File: src/rtl/cla_pkg.sv
// Shared types and the span generate/propagate helper for the pipelined CLA adder.
package cla_pkg;

  localparam int LA_MAX = 64;

  typedef logic [LA_MAX-1:0] la_vec_t;

  typedef struct packed {
    logic g;
    logic p;
  } gp_t;

  // Combined generate/propagate of the low n entries of g/p; flattens to a
  // two-level lookahead term per output once unrolled.
  function automatic gp_t span_gp(input la_vec_t g, input la_vec_t p, input int unsigned n);
    gp_t r;
    r.g = 1'b0;
    r.p = 1'b1;
    for (int unsigned i = 0; i < LA_MAX; i++) begin
      if (i < n) begin
        r.g = g[i] | (p[i] & r.g);
        r.p = p[i] & r.p;
      end
    end
    return r;
  endfunction

endpackage

File: src/rtl/cla_group.sv
// GROUP-bit carry-lookahead block: sum bits plus group generate/propagate.
module cla_group
  import cla_pkg::*;
#(
  parameter int GROUP = 4
) (
  input  logic [GROUP-1:0] a,
  input  logic [GROUP-1:0] b_eff,
  input  logic             cin,
  output logic [GROUP-1:0] sum,
  output logic             g,
  output logic             p
);

  la_vec_t          gv;
  la_vec_t          pv;
  gp_t              grp;
  gp_t              span;
  logic [GROUP-1:0] c;

  // Group G/P do not depend on cin, so keep them apart from the carry logic.
  always_comb begin
    gv = '0;
    pv = '0;
    gv[GROUP-1:0] = a & b_eff;
    pv[GROUP-1:0] = a ^ b_eff;
    grp = span_gp(gv, pv, GROUP);
    g = grp.g;
    p = grp.p;
  end

  always_comb begin
    span = '0;
    c    = '0;
    for (int unsigned k = 0; k < GROUP; k++) begin
      span = span_gp(gv, pv, k);
      c[k] = span.g | (span.p & cin);
    end
    sum = pv[GROUP-1:0] ^ c;
  end

endmodule

File: src/rtl/pipelined_cla_adder.sv
// Elastic pipelined carry-lookahead adder/subtractor with valid/ready handshake.
// Define CLA_STATUS_EN to add the registered ovf and zero status outputs.
module pipelined_cla_adder
  import cla_pkg::*;
#(
  parameter int WIDTH  = 32,
  parameter int GROUP  = 4,
  parameter int STAGES = 2
) (
  input  logic             clk,
  input  logic             rst_n,
  input  logic             in_valid,
  output logic             in_ready,
  input  logic [WIDTH-1:0] a,
  input  logic [WIDTH-1:0] b,
  input  logic             cin,
  input  logic             sub,
  output logic             out_valid,
  input  logic             out_ready,
  output logic [WIDTH-1:0] sum,
  output logic             cout
`ifdef CLA_STATUS_EN
  ,
  output logic             ovf,
  output logic             zero
`endif
);

  localparam int NG = WIDTH / GROUP;
  localparam int K  = NG / STAGES;
  localparam int SW = K * GROUP;

  typedef struct packed {
    logic [WIDTH-1:0] sum;
    logic [WIDTH-1:0] a;
    logic [WIDTH-1:0] b;
    logic             c;
    logic             vld;
  } stage_t;

  stage_t            st_p [STAGES];
  logic [STAGES-1:0] ld;

`ifdef CLA_STATUS_EN
  logic ovf_p;
  logic zero_p;
  assign ovf  = ovf_p;
  assign zero = zero_p;
`endif

  // Load chain runs from the output back to the input: a stage may take a new
  // beat if it is empty or its successor is taking its current one.
  always_comb begin
    ld = '0;
    ld[STAGES-1] = !st_p[STAGES-1].vld || out_ready;
    for (int s = STAGES - 2; s >= 0; s--) begin
      ld[s] = !st_p[s].vld || ld[s+1];
    end
  end

  assign in_ready  = ld[0];
  assign out_valid = st_p[STAGES-1].vld;
  assign sum       = st_p[STAGES-1].sum;
  assign cout      = st_p[STAGES-1].c;

  for (genvar s = 0; s < STAGES; s++) begin : g_stage
    stage_t      sin;
    stage_t      snx;
    logic [K-1:0] grp_g;
    logic [K-1:0] grp_p;
    logic [K:0]   gc;
    logic [SW-1:0] ssum;
    la_vec_t     gv;
    la_vec_t     pv;
    gp_t         span;

    if (s == 0) begin : g_first
      always_comb begin
        sin     = '0;
        sin.a   = a;
        sin.b   = sub ? ~b : b;
        sin.c   = sub | cin;
        sin.vld = in_valid;
      end
    end else begin : g_next
      assign sin = st_p[s-1];
    end

    for (genvar k = 0; k < K; k++) begin : g_grp
      cla_group #(.GROUP(GROUP)) u_grp (
        .a     (sin.a[s*SW + k*GROUP +: GROUP]),
        .b_eff (sin.b[s*SW + k*GROUP +: GROUP]),
        .cin   (gc[k]),
        .sum   (ssum[k*GROUP +: GROUP]),
        .g     (grp_g[k]),
        .p     (grp_p[k])
      );
    end

    // Second-level lookahead: every group carry is formed directly from the
    // stage carry-in, so nothing ripples between groups of a stage.
    always_comb begin
      gv   = '0;
      pv   = '0;
      span = '0;
      gv[K-1:0] = grp_g;
      pv[K-1:0] = grp_p;
      gc[0] = sin.c;
      for (int unsigned k = 0; k < K; k++) begin
        span    = span_gp(gv, pv, k + 1);
        gc[k+1] = span.g | (span.p & sin.c);
      end
    end

    always_comb begin
      snx = sin;
      snx.sum[s*SW +: SW] = ssum;
      snx.c = gc[K];
    end

    // ---- stage s register boundary ----
    always_ff @(posedge clk or negedge rst_n) begin
      if (!rst_n) begin
        st_p[s] <= '0;
      end else if (ld[s]) begin
        st_p[s] <= snx;
      end
    end

`ifdef CLA_STATUS_EN
    if (s == STAGES - 1) begin : g_status
      always_ff @(posedge clk or negedge rst_n) begin
        if (!rst_n) begin
          ovf_p  <= 1'b0;
          zero_p <= 1'b0;
        end else if (ld[s]) begin
          zero_p <= (snx.sum == '0);
          ovf_p  <= (snx.a[WIDTH-1] == snx.b[WIDTH-1]) && (snx.sum[WIDTH-1] != snx.a[WIDTH-1]);
        end
      end
    end
`endif
  end

endmodule
File: config.mk
export PLATFORM = sky130hd
export DESIGN_NAME = pipelined_cla_adder
export DESIGN_NICKNAME = d
export VERILOG_FILES = /design/src/rtl/cla_pkg.sv /design/src/rtl/cla_group.sv /design/src/rtl/pipelined_cla_adder.sv
export SDC_FILE = /design/constraint.sdc
export NUM_CORES = 1
export LEC_CHECK = 0
export CORE_MARGIN = 2
export CORE_UTILIZATION = 35
export CTS_BUF_LIST = sky130_fd_sc_hd__clkbuf_16
export CTS_CLUSTER_DIAMETER = 50
export DETAILED_ROUTE_END_ITERATION = 7
export GPL_TIMING_DRIVEN = 0
export SYNTH_ARGS = -nofsm -noshare
export SYNTH_HDL_FRONTEND = slang
export SYNTH_SLANG_ARGS = --single-unit
File: constraint.sdc
create_clock -name clk -period 6.2 [get_ports clk]
set_input_delay 0.93 -clock clk [delete_from_list [all_inputs] [get_ports clk]]
set_output_delay 0.93 -clock clk [all_outputs]
set_load 0.01 [all_outputs]
Word level (Yosys, flattened, before mapping)

Cells that the tools add are included.
W data, S select, Z words.

Muxes and demuxes: 1
Bitwise operators: 180
Reduce and logical (&&, ||, !) cells: 4

Operators with widths:

| cell               | count |
|---|---|
| $and A1 B1 Y1      | 92 |
| $xor A4 B4 Y4      | 16 |
| $or A1 B1 Y1       | 63 |
| $and A4 B4 Y4      | 8 |
| $mux W32           | 1 |
| $not A32 Y32       | 1 |
| $logic_not A1 Y1   | 2 |
| $logic_or A1 B1 Y1 | 2 |

Flip-flop bits (word level): 116
Input port bits: 70
Output and inout port bits: 35
Word-level logic and storage cells: 193

Depth between registers and ports, before layout

Depth in word-level cells: 17
Depth in mapped cells: 13
Mapped depth without buffers: 11

Modules after synthesis

A second synthesis with hierarchy kept.

Cell total of the unflattened synthesis: 430
Area, all modules: 4916.0 µm²

By module, submodules not included:

| module                                    | times used | cells each | area an instance (µm²) | seq. area each (µm²) |
|---|---|---|---|---|
| pipelined_cla_adder                       | 1          | 250        | 3525.9                 | 2102.0 |
| cla_group (g_stage[0].g_grp[3].u_grp ...) | 4          | 22         | 176.4                  | 0.0 |
| cla_group (g_stage[0].g_grp[0].u_grp ...) | 3          | 23         | 170.2                  | 0.0 |
| cla_group (g_stage[1].g_grp[2].u_grp)     | 1          | 23         | 173.9                  | 0.0 |

Least setup slack after synthesis

No wires, ideal clock.

Kind: input port to flip-flop
From: input sub
To: register st_p (netlist bit g_stage[1].sin[78])
Setup time: 0.078 ns
Arrival time: 3.684 ns
Path slack: 2.438 ns
Cell stages on the path: 12
Path buffers: 2
Cell sequence: buf_6 clkbuf_1 xor2_1 ha_1 and4_1 a21o_1 a221o_1 a41oi_2 nor2b_1 nor2_1 fa_1 a21oi_1

Longest elaborated chain between the ends: 14
Elaborated cells on any way between the ends: 45
Those cells by class: 1 x mux; 44 x bitwise

RTL lines:

| item                                                  | RTL line                         | RTL |
|---|---|---|
| start, declared                                       | pipelined_cla_adder.sv:17        | `input logic sub,` |
| $mux W32                                              | pipelined_cla_adder.sv:81        | `sin.b = sub ? ~b : b;` |
| $xor A4 B4 Y4 / $and A4 B4 Y4 (equally long branches) | cla_group.sv:26, cla_group.sv:25 |  |
| $and A1 B1 Y1                                         | cla_pkg.sv:21                    | `r.g = g[i] \| (p[i] & r.g);` |
| $or A1 B1 Y1                                          | cla_pkg.sv:21                    |  |
| $and A1 B1 Y1                                         | cla_pkg.sv:21                    |  |
| $or A1 B1 Y1                                          | cla_pkg.sv:21                    |  |
| $and A1 B1 Y1                                         | cla_pkg.sv:21                    |  |
| $or A1 B1 Y1                                          | cla_pkg.sv:21                    |  |
| $and A1 B1 Y1                                         | cla_pkg.sv:21                    |  |
| $or A1 B1 Y1                                          | cla_pkg.sv:21                    |  |
| $and A1 B1 Y1                                         | cla_pkg.sv:21                    |  |
| $or A1 B1 Y1                                          | cla_pkg.sv:21                    |  |
| $or A1 B1 Y1                                          | pipelined_cla_adder.sv:111       | `gc[k+1] = span.g \| (span.p & sin.c);` |
| $xor A4 B4 Y4 *                                       | cla_group.sv:39                  | `sum = pv[GROUP-1:0] ^ c;` |
| end signal, assigned by index                         | pipelined_cla_adder.sv:126       | `st_p[s] <= snx;` |
| end, declared                                         | pipelined_cla_adder.sv:41        | `stage_t st_p [STAGES];` |

Mark *: on every way between the ends. The rest lies on a longest branch, timed or not.
A chain may end at the register's enable or synchronous reset.

Worst setup path in the final report

From: input out_ready
To: output in_ready

Longest elaborated chain between the ends: 2

RTL lines:

| item               | RTL line                  | RTL |
|---|---|---|
| start, declared    | pipelined_cla_adder.sv:19 | `input logic out_ready,` |
| $logic_or A1 B1 Y1 | pipelined_cla_adder.sv:55 | `ld[STAGES-1] = !st_p[STAGES-1].vld \|\| out_ready;` |
| $logic_or A1 B1 Y1 | pipelined_cla_adder.sv:57 | `ld[s] = !st_p[s].vld \|\| ld[s+1];` |
| end, declared      | pipelined_cla_adder.sv:13 | `output logic in_ready,` |

No other way between the ends.

==> summary.txt <==
GRT
  – Initial antenna violation count: 0
  – First-pass GRT wire length: 18.7 mm
  – Vias in the first global route: 3853
  – GRT Residual Overflow: 0
  – Total global-route track usage: 0.165
  – Largest net degree at the start of global routing: 74

Layout
  – FF/Latch Area: 0.00210 mm2
  – Most frequent cells in the layout: nand2_1 (158), clkdlybuf4s50_1 (102), dfrtp_1 (84)
  – Diode count: 0
  – Fill count: 1256
  – Layout cell share with drive strength beyond 1: 0.0494
  – Nets@finish: 734
  – Final Util: 0.476
  – Footprint of the multi-input gates: 0.00247 mm2
  – Leading cell type in the layout, fill and taps excluded: nand2_1
  – Area delta synth->final: 33.1%

Synth
  – Post-synth EDFFs: 0
  – Synth area leaders: dfrtp_1 (45%), nand2_1 (13%), ha_1 (8.5%)
  – Asr flop ratio synth: 1.00
  – Avg Inst Size Synth: 9.26 um2
  – Sequential share of the synthesized area: 0.446
  – Synth warn: 0
  – Count of different cell masters after synthesis: 45
  – Main synth FF type: dfrtp_1
  – Yosys top cell area share: 0.446
  – Synth Instances: 509
  – Synthesized area: 0.00472 mm2
  – Flop and latch count out of synthesis: 84
  – Post-synth top area cell: dfrtp_1
  – Syn nets: 619

Floorplanning
  – Die Wd: 120 um
  – Die height: 120 um
  – IO Pins: 105
  – Die ar.: 0.0144 mm2
  – Rows: 42
  – Initial Util: 0.358
  – Core Area: 0.0132 mm2

Clock tree
  – CTS tree: yes
  – CTS buffer count: 9
  – Clock slew at reported path FFs: 0.06 ns
  – Postcts setup bufs: 0
  – Worst-Skew Late Latency: 0.34 ns
  – Max Buffers Root-to-Sink: 2
  – CTS hold repair buffers: 0
  – CTS resizes: 0
  – Clk sinks: 84
  – Deepest level of the CTS H-tree: 3
  – Clk root buf: clkbuf_16

Timing
  – Final Skew: 0.00859 ns
  – Max Fclk: 233 MHz
  – RSZ-0062 raised after global routing: no
  – Final Slew Violations: 0
  – Period minus WS final: 4.29 ns
  – Final hold viol count: 0
  – Final Setup Violations: 0
  – Fin worst setup slack: 1.91 ns
  – Post-Route Setup TNS: 0 ns
  – Worst-margin pin slew: 0.848 ns
  – Period utilisation layout: 0.692
  – Relative slew margins: 0.435

Power and ir drop
  – PwrDens: 316 mW/mm2
  – Worst vdd ir: 0.000131 V
  – Static Leak: 0.00281 uW
  – Power, Total: 1980 uW

Setup path
  – Crit Path Class: primary input to output pin
  – Worst path required time: 5.27 ns
  – CP startpoint kind: primary input
  – Critical Path AT: 3.36 ns
  – Crit path max fanout: 10
  – Worst setup EP type: output pin
  – FF-to-FF path depth: 10

Route
  – Vias per cell: 4.76
  – DRC Markers: 0
  – Wire length per cell: 14.3 um
  – Number of routed nets with antenna violations: 0
  – DRT iter0 DRCs: 187
  – Routed WL: 11.5 mm
  – Vias post-DR: 3829
  – DRT Pass-1 Iters: 5

Place
  – Dpl hpwl: 8.91 mm
  – GP Congestion: 0.855
  – Port Buf Inserts: 103
  – Pre-CTS setup slack: 1.88 ns

Min path
  – Hold WC Path Type: primary input to async pin

Job
  – Max cap viols: 0

Outcome
  – Status: finished, final reports clean
worst max-delay path, cell delays in order:
cell and delay (ns):
clkdlybuf4s50_1 0.48, nor2b_1 0.05, clkbuf_1 0.26, and2_1 0.26, buf_2 0.19, inv_2 0.17
buf_1 0.40, clkdlybuf4s50_1 0.63
power breakdown:
part	internal (uW)	switching (uW)
registers	686	85.1
logic	359	334
clock network	307	213
total	1350	632
kinds of logic (layout without fill, tap and decap cells):
logic type / count (synthesis) / count (layout) / share of synthesized area
and+or+nand+nor: 199 / 199 / 0.170
buffers and inverters: 36 / 155 / 0.0305
xor gates and xnor gates: 52 / 52 / 0.0966
adders and majority gates: 40 / 40 / 0.119
DFF: 84 / 84 / 0.446
AOI/OAI and AO/OA: 98 / 98 / 0.138
cell type report:
| cell class | instances | area share |
|---|---|---|
| Clock buffer | 9 | 0.0359 |
| Buffer | 22 | 0.0146 |
| Sequential cell | 84 | 0.335 |
| Tap cell | 176 | 0.0351 |
| Inverter | 14 | 0.00837 |
| Timing Repair Buffer | 104 | 0.168 |
| Clock inverter | 6 | 0.00917 |
| Multi-Input combinational cell | 389 | 0.394 |
registers in the layout, summed over array words and instances, names as in the netlist:
name         count
g_stage.gc       1
g_stage.sin     49
cout             1
out_valid        1
sum             32
cells in the mapped netlist, types with 5 or more instances:
master	instances
ha_1	32
nand2_1	158
nor2_1	19
a21o_1	7
o21a_1	5
dfrtp_1	84
fa_1	8
xor2_1	25
clkbuf_1	15
nor3_1	5
a21oi_1	19
buf_1	5
xnor2_1	27
o21ai_0	34
inv_1	13
per-layer routing:
metal	share of wire	track usage	routed length (um)
met3	0.042	0.0271	484
met4	0.013	0.0441	153
met5	0	0	0
met1	0.45	0.215	5170
met2	0.49	0.283	5680
metrics by stage:
stage | hold WS, ns | cells | cell area (um2)
2_1_floorplan | 0.425 | 509 | 4720
3_3_place_gp | 0.450 | 788 | 5970
3_5_place_dp | 0.455 | 789 | 5990
4_1_cts | 0.432 | 804 | 6270
5_1_grt | 0.434 | 804 | 6270
6_report | 0.431 | 804 | 6270
path summary, 6_finish.rpt:
path | start | endpoint | slack, ns
worst min register to register | sum[8] | sum[8] | 0.46
max in group asynchronous | rst_n | g_stage[1].sin[72] | 5.17
worst max-delay path | out_ready | in_ready | 1.91
min in group clk | sum[8] | sum[8] | 0.46
worst max register to register | g_stage[1].sin[18] | sum[29] | 3.13
worst min-delay path | rst_n | g_stage[1].sin[57] | 0.43
(Power assumes the default switching activity.)
==> variant: new RTL, same settings <==
Add a define of `CLA_STATUS_EN`.
--- a/src/rtl/pipelined_cla_adder.sv
+++ b/src/rtl/pipelined_cla_adder.sv
@@ -1,4 +1,6 @@
 // Elastic pipelined carry-lookahead adder/subtractor with valid/ready handshake.
 // Define CLA_STATUS_EN to add the registered ovf and zero status outputs.
+`define CLA_STATUS_EN
+
 module pipelined_cla_adder
   import cla_pkg::*;
Check against the original RTL (old outputs only; new: ovf and zero): equivalent (Yosys induction, for registers that start in step).
==> variant against the original RTL <==
  * Register-to-register slack worse by 0.63 ns
  * Highest routed layer unchanged
  * Global-route usage is 0.81 points higher
  * Synthesized cell count is 2.4% lower
  * Die area is 2.7% higher
  * Power is 5.5% higher
  * Via count is 2.1% higher
  * Design area is 2.8% higher
  * Largest cell class unchanged
  * Synthesized area is 2.8% higher
  * Fmax is 10% lower
  * Wire length is 6.9% higher
  * Setup slack worse by 0.49 ns
  * Sequential cell count is 2 higher
==> variant: results <==
routing:
  met1_length_um: 5970
  finalWirelength_um: 12300
  dr.pass1.iters: 4
  routed-via-count: 3910
  antenna_left: 0
  wl_met3_um: 426
  dr_wl_met2_um: 5710
  dr.first_iter.drc_count: 177
cells_and_area:
  stdcell_count: 795
  drive_above_1_share_pct: 7.11
  fillCellCount: 1250
  fin_nets: 724
placement:
  dp_cells: 779
  routabilityCongestion: 0.843
  io_buffers: 105
  hpwl_um: 9690
synthesis:
  synth_area_leaders: "dfrtp_1 44%, ha_1 8.3%, nand2_1 6.1%"
  synth_common_cells: "86 x dfrtp_1, 79 x nand2_1, 47 x nor2_1"
  synth_seq_area_share_pct: 44.4
  synthAdderAreaFrac_pct: 11.6
  yosysUniqueCellTypes: 50
  synth-xor-area-share_pct: 9.22
  synth_mux_area_share_pct: 3.72
  synth_cells: 497
  syn_nets: 607
  synth_compound_area_share_pct: 13.4
global_route:
  track_usage_pct: 17.3
  grt_pass1_wl_um: 20100
  grt_max_degree: 55
  grt_pass1_vias: 3995
cts:
  path_clk_slew_ns: 0.06
  clockRootBuffer: "clkbuf_16"
power:
  p_leak_nw: 2.81
  ir_drop_mv: 0.158
timing:
  skew_ns: 0.00886
  max_slew_margin_pct: 41.3
worst_hold_path:
  hold_path.class: "flop to flop"
critical_path:
  arrival_ns: 3.85
  max_stage_delay_ns: 0.66
outcome:
  outcome: "complete, no violations"
==> variant: cell count changes after synthesis, moves of 6 or more <==
| cell | delta |
|---|---|
| a21oi_1 | +25 |
| mux2_2 | +16 |
| nand2_1 | -79 |
| nor2_1 | +28 |
| nor4_1 | +6 |
| o21ai_0 | -18 |
| o31ai_1 | +6 |
==> variant: cell families (layout without fill, tap and decap cells) <==
| kind of cell | count (synthesis) | count (layout) |
|---|---|---|
| xor gates and xnor gates | 51 | 51 |
| adders and majority gates | 40 | 40 |
| and+or+nand+nor | 163 | 163 |
| buffers and inverters | 41 | 163 |
| AOI/OAI and AO/OA | 100 | 100 |
| muxes | 16 | 16 |
| DFF | 86 | 86 |
==> variant: worst paths after layout <==
kind	from	endpoint	slack (ns)	cells past startpoint
hold reg to reg	g_stage[1].sin[0]	out_valid	0.46	1
hold / removal	g_stage[1].sin[0]	out_valid	0.46	1
setup / recovery	out_ready	in_ready	1.42	9
min in group asynchronous	rst_n	g_stage[1].sin[62]	0.54	1
setup reg to reg	g_stage[1].sin[23]	zero	2.50	12
max in group asynchronous	rst_n	g_stage[1].sin[31]	5.04	2
==> variant: per-stage QoR <==
step	util, %	worst slack (ns)	cell area, um2	power (mW)
floorplan	-	2.44	4850	1.20
global placement	45.6	1.09	6120	1.54
detailed placement	45.8	1.42	6140	1.56
CTS	48.1	1.40	6450	2.11
global route	48.1	1.21	6450	2.22
finish	48.1	1.42	6450	2.09
==> variant: routing by layer <==
layer	vias up	GRT usage [%]
li1	1921	-
met1	1885	24.7
met2	90	27.8
met3	14	1.92
met4	0	5.32
met5	-	0
==> variant: power by group <==
part	internal, mW	switching [mW]
sequential	0.699	0.0992
combinational	0.381	0.363
clock	0.316	0.234
total	1.40	0.696
==> variant: final cells by class <==
class	instances	share of cell area [%]
Buffer	22	1.30
Multi-Input combinational cell	370	39.4
Tap cell	176	3.42
Inverter	19	1.11
Clock inverter	7	1.24
Clock buffer	9	3.49
Sequential cell	86	33.4
Timing Repair Buffer	106	16.7
